$ cat src/rtl/mem_port_arbiter.sv
// Arbitrates one single-port, fixed-latency memory between the instruction-fetch
// port and the load/store port; one access in flight, data first, fetch anti-starvation.
module mem_port_arbiter #(
    parameter int ADDR_W     = 32,
    parameter int DATA_W     = 32,
    parameter int MEM_LAT    = 1,
    parameter int STARVE_MAX = 4
) (
    input  logic                clk,
    input  logic                rstn,
    input  logic                if_req,
    input  logic [ADDR_W-1:0]   if_addr,
    output logic                if_gnt,
    output logic                if_rvalid,
    output logic [DATA_W-1:0]   if_rdata,
    input  logic                d_req,
    input  logic                d_we,
    input  logic [ADDR_W-1:0]   d_addr,
    input  logic [DATA_W-1:0]   d_wdata,
    input  logic [DATA_W/8-1:0] d_be,
    output logic                d_gnt,
    output logic                d_rvalid,
    output logic [DATA_W-1:0]   d_rdata,
    output logic                mem_en,
    output logic                mem_we,
    output logic [ADDR_W-1:0]   mem_addr,
    output logic [DATA_W-1:0]   mem_wdata,
    output logic [DATA_W/8-1:0] mem_be,
    input  logic [DATA_W-1:0]   mem_rdata,
    output logic                busy
);

    localparam int BE_W  = DATA_W / 8;
    localparam int CNT_W = (MEM_LAT > 1) ? $clog2(MEM_LAT) : 1;
    localparam int ST_W  = $clog2(STARVE_MAX + 1);
    localparam logic [CNT_W-1:0] CNT_LOAD   = CNT_W'(MEM_LAT - 1);
    localparam logic [ST_W-1:0]  STARVE_TOP = ST_W'(STARVE_MAX);

    typedef enum logic {IDLE = 1'b0, WAIT = 1'b1} state_t;

    state_t           state_reg, state_next;
    logic [CNT_W-1:0] cnt_reg, cnt_next;
    logic             owner_reg, owner_next;   // 1 = data port owns the access
    logic             we_reg, we_next;
    logic [ST_W-1:0]  starve_reg, starve_next;

    logic issue_ok, respond, win_d, win_if, issue;

    // Everything is qualified by rstn so outputs stay quiet while reset is held.
    always_comb begin
        respond  = rstn && (state_reg == WAIT) && (cnt_reg == '0);
        issue_ok = rstn && ((state_reg == IDLE) || (cnt_reg == '0));
        win_d    = issue_ok && d_req && (!if_req || (starve_reg != STARVE_TOP));
        win_if   = issue_ok && if_req && !win_d;
        issue    = win_d || win_if;
    end

    always_ff @(posedge clk) begin
        if (!rstn) begin
            state_reg  <= IDLE;
            cnt_reg    <= '0;
            owner_reg  <= 1'b0;
            we_reg     <= 1'b0;
            starve_reg <= '0;
        end else begin
            state_reg  <= state_next;
            cnt_reg    <= cnt_next;
            owner_reg  <= owner_next;
            we_reg     <= we_next;
            starve_reg <= starve_next;
        end
    end

    always_comb begin
        state_next  = state_reg;
        cnt_next    = cnt_reg;
        owner_next  = owner_reg;
        we_next     = we_reg;
        starve_next = starve_reg;
        if (issue) begin
            state_next = WAIT;
            cnt_next   = CNT_LOAD;
            owner_next = win_d;
            we_next    = win_d && d_we;
        end else if (state_reg == WAIT) begin
            if (cnt_reg == '0)
                state_next = IDLE;
            else
                cnt_next = cnt_reg - 1'b1;
        end
        // Starvation only accrues while fetch is actually waiting.
        if (!if_req || win_if)
            starve_next = '0;
        else if (win_d && (starve_reg != STARVE_TOP))
            starve_next = starve_reg + 1'b1;
    end

    always_comb begin
        if_gnt    = win_if;
        d_gnt     = win_d;
        mem_en    = issue;
        mem_we    = win_d && d_we;
        mem_addr  = '0;
        mem_wdata = '0;
        mem_be    = '0;
        if (win_d) begin
            mem_addr  = d_addr;
            mem_wdata = d_we ? d_wdata : '0;
            mem_be    = d_we ? d_be : {BE_W{1'b1}};
        end else if (win_if) begin
            mem_addr = if_addr;
            mem_be   = {BE_W{1'b1}};
        end
        if_rvalid = respond && !owner_reg;
        d_rvalid  = respond && owner_reg;
        if_rdata  = if_rvalid ? mem_rdata : '0;
        d_rdata   = (d_rvalid && !we_reg) ? mem_rdata : '0;
        busy      = rstn && (state_reg == WAIT);
    end

endmodule

$ cat config.mk
export PLATFORM = sky130hd
export DESIGN_NAME = mem_port_arbiter
export DESIGN_NICKNAME = d
export VERILOG_FILES = /design/src/rtl/mem_port_arbiter.sv
export SDC_FILE = /design/constraint.sdc
export NUM_CORES = 1
export LEC_CHECK = 0
export CAP_MARGIN = 5
export CELL_PAD_IN_SITES_DETAIL_PLACEMENT = 2
export CELL_PAD_IN_SITES_GLOBAL_PLACEMENT = 2
export CORE_UTILIZATION = 10
export DETAILED_ROUTE_END_ITERATION = 6
export PLACE_DENSITY_LB_ADDON = 0.1
export SLEW_MARGIN = 40
export SYNTH_ARGS = -nofsm -noshare
export SYNTH_HDL_FRONTEND = slang
export SYNTH_SLANG_ARGS = --single-unit
$ cat constraint.sdc
create_clock -name clk -period 1.5 [get_ports clk]
set_input_delay 0.15 -clock clk [delete_from_list [all_inputs] [get_ports clk]]
set_output_delay 0.15 -clock clk [all_outputs]
set_load 0.01 [all_outputs]
==> impl_metrics.prom <==
# TYPE chip_impl_metric gauge
chip_impl_info{name="result_of_the_run",value="finished with violations"} 1
chip_impl_info{name="violated_checks",value="negative setup slack"} 1
chip_impl_info{name="setup_crit_end_kind",value="output port"} 1
chip_impl_metric{name="drive_gt1_share",unit="%"} 60.5
chip_impl_metric{name="synth_area_per_cell",unit="um2"} 6.41
chip_impl_metric{name="worstPathMaxFanout",unit=""} 14
chip_impl_metric{name="placement_rows",unit=""} 47
chip_impl_metric{name="post-place-cells",unit=""} 758
chip_impl_metric{name="totalWireLength",unit="um"} 15600
chip_impl_metric{name="reg2regPathDepth",unit=""} 6
chip_impl_info{name="worst-setup-path-type",value="flip-flop to output port"} 1
chip_impl_metric{name="dr_total_vias",unit=""} 3411
chip_impl_info{name="critPathLaunch",value="starve_reg[1]"} 1
chip_impl_info{name="timing.hold.worst_endpoint",value="we_reg"} 1
chip_impl_metric{name="floorplan.initialDensity",unit="%"} 10.3
chip_impl_metric{name="total_standard_cell_area_after_synthesis",unit="um2"} 1710
chip_impl_metric{name="insertedDiodeCount",unit=""} 0
chip_impl_metric{name="hold_viol",unit=""} 0
chip_impl_metric{name="timing.clock.skew",unit="ns"} 0.000986
chip_impl_metric{name="drv_cap",unit=""} 0
chip_impl_metric{name="leakage",unit="nW"} 2.59
chip_impl_metric{name="cts-buffers-inserted",unit=""} 3
chip_impl_metric{name="die_width",unit="um"} 133
chip_impl_info{name="layout_commonest_cell",value="sky130_fd_sc_hd__clkdlybuf4s50_1"} 1
chip_impl_metric{name="io_pins",unit=""} 276
chip_impl_metric{name="avgViaCountPerCell",unit=""} 4.25
chip_impl_metric{name="grt.total_usage",unit="%"} 16.9
chip_impl_info{name="cts_tree",value="built"} 1
chip_impl_metric{name="whs_path_depth",unit=""} 4
chip_impl_metric{name="htree_num_levels",unit=""} 1
chip_impl_metric{name="drt_pre_antenna_iters",unit=""} 4
chip_impl_metric{name="mappedNetlistNets",unit=""} 406
chip_impl_metric{name="synth-warning-count",unit=""} 0
chip_impl_metric{name="post_drt_wl_per_cell",unit="um"} 19.4
chip_impl_metric{name="power.density_cell_area",unit="nW/um2"} 307
chip_impl_metric{name="floorplan.die.height",unit="um"} 133
chip_impl_metric{name="timing.final.ws_setup",unit="ns"} -0.228
chip_impl_info{name="worstReg2RegEnd",value="starve_reg[2]"} 1
chip_impl_metric{name="power.total",unit="mW"} 1.86
chip_impl_metric{name="first_pass_grt_wire_length",unit="um"} 23100
chip_impl_metric{name="grt_antenna_before_repair",unit=""} 0
chip_impl_metric{name="synth-seq-area-share",unit="%"} 7.02
chip_impl_metric{name="synth-seq-cells",unit=""} 6
chip_impl_metric{name="global_route.overflow_total",unit=""} 0
chip_impl_metric{name="clock_insertion_delay_worst_skew",unit="ns"} 0.23
chip_impl_metric{name="final.min_clock_period",unit="ns"} 1.73
chip_impl_metric{name="finalSetupViolCount",unit=""} 99
chip_impl_metric{name="fmax",unit="MHz"} 579
chip_impl_metric{name="first_global_vias",unit=""} 3791
chip_impl_metric{name="ff2ff_setup_slack",unit="ns"} 0.16
chip_impl_metric{name="timing_worst_slew_pin_value",unit="ns"} 0.297
chip_impl_info{name="clock_tree.root_cell",value="sky130_fd_sc_hd__clkbuf_16"} 1
chip_impl_metric{name="place.gp.congestion",unit=""} 0.840
chip_impl_info{name="rsz0062_at_grt",value="true"} 1
chip_impl_metric{name="clock_path_buffers",unit=""} 2
chip_impl_info{name="worst_flop_to_flop_path_startpoint",value="starve_reg[1]"} 1
chip_impl_metric{name="number_of_nets_with_antenna_violations_after_routing",unit=""} 0
chip_impl_metric{name="post_synth_inst_count",unit=""} 267
chip_impl_metric{name="critical_path_arrival",unit="ns"} 1.58
chip_impl_metric{name="post_cts_hold_buffer_count",unit=""} 0
chip_impl_metric{name="fin_cells",unit=""} 803
chip_impl_metric{name="largest_net_degree_at_the_start_of_global_routing",unit=""} 36
chip_impl_metric{name="area.growth.synth_to_final",unit="%"} 254
chip_impl_metric{name="io_buffer_count",unit=""} 275
chip_impl_info{name="hold_path_class",value="input pin to flip-flop"} 1
chip_impl_metric{name="clk_pin_slew",unit="ns"} 0.04
chip_impl_metric{name="drc_errors",unit=""} 0
chip_impl_metric{name="slew_headroom",unit="%"} 80.2
chip_impl_info{name="hold_start",value="rstn"} 1
chip_impl_metric{name="largest_reg_flops",unit=""} 3
chip_impl_metric{name="num-nets-final",unit=""} 724
chip_impl_metric{name="post_route_clock_period_utilization",unit="%"} 115
chip_impl_metric{name="clkSinkCount",unit=""} 6
chip_impl_metric{name="dieArea",unit="um2"} 17600
chip_impl_metric{name="core_area",unit="um2"} 16600
chip_impl_metric{name="timing.final.max_slew_violations",unit=""} 0
chip_impl_metric{name="vdd.ir_drop.worst",unit="mV"} 0.262
chip_impl_metric{name="worst-endpoint-required",unit="ns"} 1.35
chip_impl_info{name="worstSetupStartpointType",value="flip-flop"} 1
chip_impl_metric{name="synth_cell_type_count",unit=""} 27
chip_impl_info{name="most_frequent_cells_in_the_layout",value="sky130_fd_sc_hd__clkdlybuf4s50_1, sky130_fd_sc_hd__buf_6, sky130_fd_sc_hd__buf_2"} 1
chip_impl_metric{name="final_layout_setup_total_negative_slack",unit="ns"} -14.22
chip_impl_metric{name="hpwl",unit="um"} 10600
chip_impl_metric{name="drt-initial-drc-count",unit=""} 41
==> repair_timing <==
item,in CTS,in global routing
endpoints found under the hold margin,0,0
gates cloned,10,0
pin swaps,34,30
setup endpoints to repair,138,137
gates resized for setup,713,87
buffers inserted,31,9
==> metrics by stage <==
step           hold WS (ns)  instance area, um2  util, %  worst slack (ns)
5_1_grt               0.471                6060     36.4            -0.290
6_report              0.444                6060     36.4            -0.228
2_1_floorplan         0.422                1760        -           -0.0751
4_1_cts               0.443                5800     34.9            -0.291
3_5_place_dp          0.522                5010     30.1            -0.646
3_3_place_gp          0.499                5010     30.1            -0.624
==> cell usage after synthesis (all sizes together) <==
library cell | number | area (um2)
nand2b | 1 | 6.26
nor2 | 3 | 11.3
and3b | 1 | 8.76
inv | 3 | 11.3
o2bb2ai | 2 | 17.5
and3 | 2 | 12.5
and4b | 1 | 10.0
a211oi | 2 | 15.0
buf | 21 | 136
and2 | 65 | 407
dfxtp | 6 | 120
a21oi | 1 | 5.00
a21boi | 1 | 11.3
or3b | 1 | 8.76
o22ai | 32 | 200
clkbuf | 16 | 60.1
nand3 | 66 | 335
o31a | 4 | 35.0
o21a | 2 | 15.0
nand2 | 2 | 7.51
nor3b | 33 | 253
ha | 2 | 25.0
==> critical path, cell delays in order (launching register included) <==
cell and delay, ns:
sky130_fd_sc_hd__dfxtp_2 0.32, sky130_fd_sc_hd__inv_2 0.04, sky130_fd_sc_hd__ha_4 0.16, sky130_fd_sc_hd__and3_4 0.20
sky130_fd_sc_hd__buf_12 0.17, sky130_fd_sc_hd__buf_6 0.13, sky130_fd_sc_hd__o22ai_4 0.17, sky130_fd_sc_hd__buf_2 0.16
==> metal layers <==
| layer | global-route usage (%) | wire, um | up-vias |
|---|---|---|---|
| li1 | - | - | 1603 |
| met1 | 17.9 | 5550 | 1643 |
| met2 | 32.9 | 8570 | 161 |
| met3 | 4.94 | 1320 | 4 |
| met4 | 2.81 | 120 | 0 |
| met5 | 0 | 0 | - |
==> cell families after synthesis <==
group	share of synthesized area, %
and+or+nand+nor	61.9
AOI/OAI and AO/OA	17.5
buffers and inverters	12.1
DFF	7.02
adders and majority gates	1.46
==> cell type report <==
cell class	count	area [um2]
fill	1770	10600
sequential	6	126
inverter	3	11.3
timing repair buffer	350	3550
clock buffer	3	75.1
tap	220	275
multi-input combinational	221	2020
==> worst max path at each step <==
stage | depth (start not counted) | endpoint
after floorplan | 6 | mem_wdata[11]
after global placement | 5 | mem_wdata[30]
after detailed placement | 5 | mem_wdata[30]
after CTS | 6 | mem_wdata[30]
after global routing | 8 | mem_addr[30]
final | 7 | mem_addr[30]
==> report_power, final <==
part           internal [mW]  switching [mW]  leakage (nW)
combinational          0.783           0.469          2.51
clock                  0.342          0.0906        0.0370
sequential             0.168         0.00439        0.0510
total                   1.29           0.564          2.59
(Power assumes the default switching activity.)
